===== src/rtl/magic_device_pkg.sv =====
// Shared constants, width helpers and the refill request type for the magic device prefetcher.
package magic_device_pkg;

  localparam int DEF_CHANNELS = 4;
  localparam int DEF_DEPTH    = 4;
  localparam int DEF_DATA_W   = 64;
  localparam int DEF_SEL_W    = 12;
  localparam int DEF_CNT_W    = 32;

  function automatic int ptr_width(input int depth);
    return $clog2(depth);
  endfunction

  // Level needs one extra bit so that a full queue (level == depth) is representable.
  function automatic int lvl_width(input int depth);
    return $clog2(depth) + 1;
  endfunction

  function automatic int chan_width(input int channels);
    return (channels > 1) ? $clog2(channels) : 1;
  endfunction

  localparam int DEF_CHAN_W = chan_width(DEF_CHANNELS);

  // Refill request as presented on the fill port, sized for the default configuration.
  typedef struct packed {
    logic [DEF_CHAN_W-1:0] chan;
    logic [DEF_SEL_W-1:0]  sel;
  } fill_req_t;

endpackage


===== src/rtl/magic_rr_arbiter.sv =====
// Combinational round-robin arbiter: grants the first requester at or after ptr, wrapping.
module magic_rr_arbiter
  import magic_device_pkg::*;
#(
  parameter  int CHANNELS = DEF_CHANNELS,
  localparam int CHAN_W   = chan_width(CHANNELS)
) (
  input  logic [CHANNELS-1:0] req,
  input  logic [CHAN_W-1:0]   ptr,
  output logic [CHANNELS-1:0] grant,
  output logic [CHAN_W-1:0]   grant_idx,
  output logic                grant_valid
);

  always_comb begin
    int cand;
    logic [CHAN_W-1:0] cand_idx;
    grant       = '0;
    grant_idx   = '0;
    grant_valid = 1'b0;
    cand        = 0;
    cand_idx    = '0;
    for (int i = 0; i < CHANNELS; i++) begin
      cand     = (int'(ptr) + i) % CHANNELS;
      cand_idx = CHAN_W'(cand);
      if (!grant_valid && req[cand_idx]) begin
        grant_valid     = 1'b1;
        grant_idx       = cand_idx;
        grant[cand_idx] = 1'b1;
      end
    end
  end

endmodule


===== src/rtl/magic_device_prefetcher.sv =====
// Multi-channel prefetching front end for the magic data device: per-channel queues of source
// data, round-robin refill over a valid/ready port, and a saturating underrun counter.
module magic_device_prefetcher
  import magic_device_pkg::*;
#(
  parameter  int CHANNELS = DEF_CHANNELS,
  parameter  int DEPTH    = DEF_DEPTH,
  parameter  int DATA_W   = DEF_DATA_W,
  parameter  int SEL_W    = DEF_SEL_W,
  parameter  int CNT_W    = DEF_CNT_W,
  localparam int PTR_W    = ptr_width(DEPTH),
  localparam int LVL_W    = lvl_width(DEPTH),
  localparam int CHAN_W   = chan_width(CHANNELS)
) (
  input  logic                       clock,
  input  logic                       reset,
  input  logic                       enable,
  input  logic [CHANNELS*SEL_W-1:0]  read_select,
  input  logic [CHANNELS-1:0]        read_ready,
  input  logic [CHANNELS-1:0]        flush,
  output logic [CHANNELS-1:0]        read_valid,
  output logic [CHANNELS*DATA_W-1:0] read_data,
  output logic [CHANNELS*LVL_W-1:0]  level,
  output logic                       fill_valid,
  input  logic                       fill_ready,
  output logic [CHAN_W-1:0]          fill_chan,
  output logic [SEL_W-1:0]           fill_sel,
  input  logic [DATA_W-1:0]          fill_data,
  output logic [CNT_W-1:0]           underrun_count
);

  logic [DATA_W-1:0] mem [CHANNELS][DEPTH];
  logic [LVL_W-1:0]  lvl    [CHANNELS];
  logic [PTR_W-1:0]  rd_ptr [CHANNELS];
  logic [PTR_W-1:0]  wr_ptr [CHANNELS];
  logic [CHAN_W-1:0] rr_ptr;

  logic [CHANNELS-1:0] eligible;
  logic [CHANNELS-1:0] pop;
  logic [CHANNELS-1:0] push;
  logic [CHANNELS-1:0] grant;
  logic [CHAN_W-1:0]   grant_idx;
  logic                grant_valid;
  logic                fill_fire;
  logic [CNT_W:0]      under_add;
  logic [CNT_W:0]      under_sum;

  magic_rr_arbiter #(.CHANNELS(CHANNELS)) u_arbiter (
    .req         (eligible),
    .ptr         (rr_ptr),
    .grant       (grant),
    .grant_idx   (grant_idx),
    .grant_valid (grant_valid)
  );

  assign fill_valid = enable && grant_valid;
  assign fill_fire  = fill_valid && fill_ready;
  assign fill_chan  = grant_idx;
  assign fill_sel   = read_select[int'(grant_idx)*SEL_W +: SEL_W];
  assign push       = grant & {CHANNELS{fill_fire}};

  // Head of each queue is shown directly; no bypass from the fill port into an empty queue.
  always_comb begin
    read_valid = '0;
    read_data  = '0;
    level      = '0;
    eligible   = '0;
    pop        = '0;
    for (int c = 0; c < CHANNELS; c++) begin
      read_valid[c]               = (lvl[c] != '0);
      level[c*LVL_W +: LVL_W]     = lvl[c];
      eligible[c]                 = (lvl[c] < LVL_W'(DEPTH)) && !flush[c];
      pop[c]                      = read_valid[c] && read_ready[c];
      if (read_valid[c]) begin
        read_data[c*DATA_W +: DATA_W] = mem[c][rd_ptr[c]];
      end
    end
  end

  always_comb begin
    under_add = '0;
    for (int c = 0; c < CHANNELS; c++) begin
      if (read_ready[c] && !read_valid[c]) begin
        under_add = under_add + (CNT_W+1)'(1);
      end
    end
    under_sum = {1'b0, underrun_count} + under_add;
  end

  always_ff @(posedge clock) begin
    if (reset && fill_fire) begin
      mem[grant_idx][wr_ptr[grant_idx]] <= fill_data;
    end
  end

  // A flushed channel is never granted, so flush only has to contend with a pop.
  always_ff @(posedge clock) begin
    if (!reset) begin
      for (int c = 0; c < CHANNELS; c++) begin
        lvl[c]    <= '0;
        rd_ptr[c] <= '0;
        wr_ptr[c] <= '0;
      end
      rr_ptr         <= '0;
      underrun_count <= '0;
    end else begin
      for (int c = 0; c < CHANNELS; c++) begin
        if (flush[c]) begin
          lvl[c]    <= '0;
          rd_ptr[c] <= '0;
          wr_ptr[c] <= '0;
        end else begin
          if (push[c]) wr_ptr[c] <= wr_ptr[c] + PTR_W'(1);
          if (pop[c])  rd_ptr[c] <= rd_ptr[c] + PTR_W'(1);
          if (push[c] && !pop[c])      lvl[c] <= lvl[c] + LVL_W'(1);
          else if (!push[c] && pop[c]) lvl[c] <= lvl[c] - LVL_W'(1);
        end
      end
      if (fill_fire) begin
        rr_ptr <= (grant_idx == CHAN_W'(CHANNELS-1)) ? '0 : grant_idx + CHAN_W'(1);
      end
      underrun_count <= under_sum[CNT_W] ? '1 : under_sum[CNT_W-1:0];
    end
  end

endmodule


===== config.mk =====
export PLATFORM = sky130hd
export DESIGN_NAME = magic_device_prefetcher
export DESIGN_NICKNAME = d
export VERILOG_FILES = /design/src/rtl/magic_device_pkg.sv /design/src/rtl/magic_rr_arbiter.sv /design/src/rtl/magic_device_prefetcher.sv
export SDC_FILE = /design/constraint.sdc
export NUM_CORES = 1
export LEC_CHECK = 0
export ABC_AREA = 0
export CORE_MARGIN = 1
export CORE_UTILIZATION = 30
export CTS_BUF_LIST = sky130_fd_sc_hd__clkbuf_16
export DETAILED_ROUTE_END_ITERATION = 8
export SETUP_SLACK_MARGIN = 0.15
export SLEW_MARGIN = 20
export SYNTH_ARGS = -nofsm -noshare
export SYNTH_HDL_FRONTEND = slang
export SYNTH_SLANG_ARGS = --single-unit

===== constraint.sdc =====
create_clock -name clock -period 19.6 [get_ports clock]
set_clock_uncertainty 0.1 [all_clocks]
set_input_delay 1.96 -clock clock [delete_from_list [all_inputs] [get_ports clock]]
set_output_delay 1.96 -clock clock [all_outputs]
set_load 0.05 [all_outputs]

==> summary.md <==
| Metric | Value |
|---|---|
| Antenna-violating nets left | 0 |
| CTS max path bufs | 3 |
| Crit path kind | input pin to output pin |
| Post-synth ARST share | 0 |
| Synth Area in XOR/XNOR | 0.00828 |
| Most frequent cells after synthesis | edfxtp_1, and2_1, mux4_2 |
| RSZ-0062 raised after global routing | no |
| Peak Freq | about 140 MHz |
| Pre-CTS setup slack | ~12 ns |
| Vias in the first global route | 22500 |
| DRT Wirelength | 117000 um |
| Routed len/inst | about 25 um |
| Cell mode on critical path | clkdlybuf4s50_1 |
| Simple-gate area share of the yosys netlist | 0.0661 |
| Mapped Area | roughly 43000 sq um |
| Largest net degree at the start of global routing | between 60 and 70 |
| Total GRT Usage | 0.158 |
| Worst-Margin Slew | around 1.1 ns |
| Total core area | 143000 sq um |
| Critical Path Sink Type | output pin |
| CTS clk-pin slew, worst paths | around 0.06 ns |
| Yosys top cell area share | 0.729 |
| Io pins | 443 |
| Antenna violations before repair | 12 |
| Startpoint Class | input pin |
| DR vias/cell | 4.82 |
| CP Data Arrival Time | approximately 5.4 ns |
| FP Rows | about 140 |
| Clock root cell | clkbuf_16 |
| Seq. cell area | roughly 32000 sq um |
| Routed via count | roughly 22000 |
| Syn Area/Cell | 19.9 sq um |
| Worst Slack Setup Final | 12.19 ns |
| IO Port Bufs | roughly 440 |
| Worst min path class | flip-flop to flip-flop |
| Die Y | ~380 um |
| DIE WIDTH | 382 um |
| Adder-Cell Fraction of Synth Area | 0.00941 |
| Leading area contributor after synthesis | edfxtp_1 |
| Tmin final | between 7 and 8 ns |
| Final Wtd Congestion | between 0.8 and 0.9 |
| Max Cap Viol | 0 |
| Fillers | approximately 13000 |
| Largest cells by area after synthesis | edfxtp_1, mux4_2, and2_1 |
| Final setup TNS | 0 ns |
| Layout cells sized above 1 | 0.187 |
| Slew Limit Fails | 0 |
| Ys flop type | edfxtp_1 |
| Die area | ~150000 sq um |
| Setup violators final | 0 |
| Clock Sinks | 1086 |
| CTS tree | yes |
| Initial Util | 0.302 |
| Hold Vio Cnt, Final | 0 |
| EDFF count, synth | approximately 1100 |
| Crit-path slowest cell | clkdlybuf4s50_1 |
| Worst EP required | about 18 ns |
| Hold-fix buffers, CTS | 0 |
| Total power | about 6.1 mW |
| FF+latch count, synth | around 1100 |
| Worst VDD drop | roughly 0.000075 V |
| Total CTS buffers | approximately 110 |
| Number of nets in the layout | around 2800 |
| Relative slew slack | 0.254 |
| First-pass GRT wire length | roughly 170000 um |
| CP Cell Sequence | clkdlybuf4s50_1 -> nor4bb_2 -> or4_1 -> a21oi_2 -> o22a_2 -> nor2_1 -> a21oi_1 -> clkdlybuf4s50_1 |
| Post-synth cell types | 75 |
| Area of the multi-input gates | approximately 11000 sq um |
| DRC violation total after the first TritonRoute iteration | approximately 1800 |
| Syn Nets | ~2300 |
| PwrDens | approximately 110 nW/um^2 |
| Main combinational cell family by area after synthesis | multiplexers |
| Sequential area share after synthesis | 0.744 |
| # DRC | 0 |
| Compound-cell area share of the yosys netlist | 0.0175 |
| Final worst-path cycle share | 0.378 |
| Crit path max fanout | 28 |
| Most frequent cell after synthesis | edfxtp_1 |
| Largest stage delay on the critical path | about 0.82 ns |
| CTS resizes | 0 |
| Htree depth | 3 |
| Post-CTS Setup Repair Bufs | 0 |
| Mux share of post-synthesis cell area | 0.141 |
| Yosys warns | 0 |
| Skew-Pair Late Insertion Delay | 0.72 ns |
| Cells after synthesis | about 2200 |
| Status | finished clean |
| Gr ovfl total | 0 |
| Detailed Place HPWL | ~75000 um |
| Area Growth Syn to Fin | 24.2% |
| P_leak | ~17 nW |
| TritonRoute pass-1 iters | 5 |
==> through the flow <==
stage / hold WS [ns] / utilization / area (sq um) / instances
after floorplan: 0.471 / - / 43400 / 2174
after global placement: 0.458 / 0.349 / 50100 / 4450
after detailed placement: 0.461 / 0.350 / 50100 / 4451
after CTS: 0.474 / 0.374 / 53700 / 4657
after global routing: 0.513 / 0.375 / 53900 / 4662
final: 0.469 / 0.375 / 53900 / 4669
==> where the power goes <==
group          switching [mW]  leakage (nW)  internal (mW)
Combinational           0.950          5.10          0.457
Clock                   0.887          1.85           1.18
Sequential             0.0212          9.80           2.59
Total                    1.86          16.7           4.23
==> placed cells by master, fill, tap and decap left out, drive strengths merged, types with 8 or more instances in the layout <==
master	instances
nor4b	8
bufinv	9
xnor2	32
o21ai	8
buf	46
clkinv	55
nand2b	8
mux4	257
nor2	51
nor2b	10
xor2	9
dfxtp	34
clkbuf	115
nand2	34
mux2	14
and2	259
nor3	24
mux2i	15
a21oi	53
inv	54
nor3b	8
edfxtp	1052
clkdlybuf4s50	442
ha	31
nand3	17
nor4	12
nand4	11
==> registers in the layout, indices dropped and copies added, names as in the netlist <==
signal / count
lvl: 12
mem: 1024
rd_ptr: 8
rr_ptr: 2
underrun_count: 32
wr_ptr: 8
==> kinds of logic after synthesis <==
family / after synthesis
AND/OR/NAND/NOR: 475
buffers and inverters: 140
other: 1
flip-flops: 1086
XOR/XNOR: 41
multiplexers: 286
AO/OA/AOI/OAI: 113
adder cells (fa/ha/maj): 32
==> worst paths after layout <==
path | from | endpoint | slack [ns] | cells past startpoint
setup reg to reg | rr_ptr[0]$_SDFFE_PN0N_ | mem[1][2]$_DFFE_PP_ | 13.60 | 11
hold reg to reg | underrun_count[29]$_SDFF_PN0_ | underrun_count[29]$_SDFF_PN0_ | 0.47 | 2
setup / recovery | flush[3] | fill_sel[1] | 12.19 | 8
hold / removal | underrun_count[29]$_SDFF_PN0_ | underrun_count[29]$_SDFF_PN0_ | 0.47 | 2
==> worst max-delay path, delay by kind of cell <==
kind            cells  cell delay [ns]
buf+inv             2             1.53
simple gates        3             0.96
compound gates      3             0.88
==> per-layer routing <==
| layer | GRT usage | part of all wire |
|---|---|---|
| met1 | 0.229 | 0.45 |
| met2 | 0.240 | 0.45 |
| met3 | 0.0347 | 0.079 |
| met4 | 0.0383 | 0.019 |
| met5 | 0 | 0.00029 |
==> layout make-up <==
type / count / share of cell area
antenna: 7 / 0.000325
clock buffer: 115 / 0.0534
clock inverter: 91 / 0.0131
inverter: 31 / 0.00230
multi-input combinational: 948 / 0.197
sequential: 1086 / 0.599
tap: 1903 / 0.0442
timing repair buffer: 488 / 0.0904
Power figures use the tool's default switching activity.
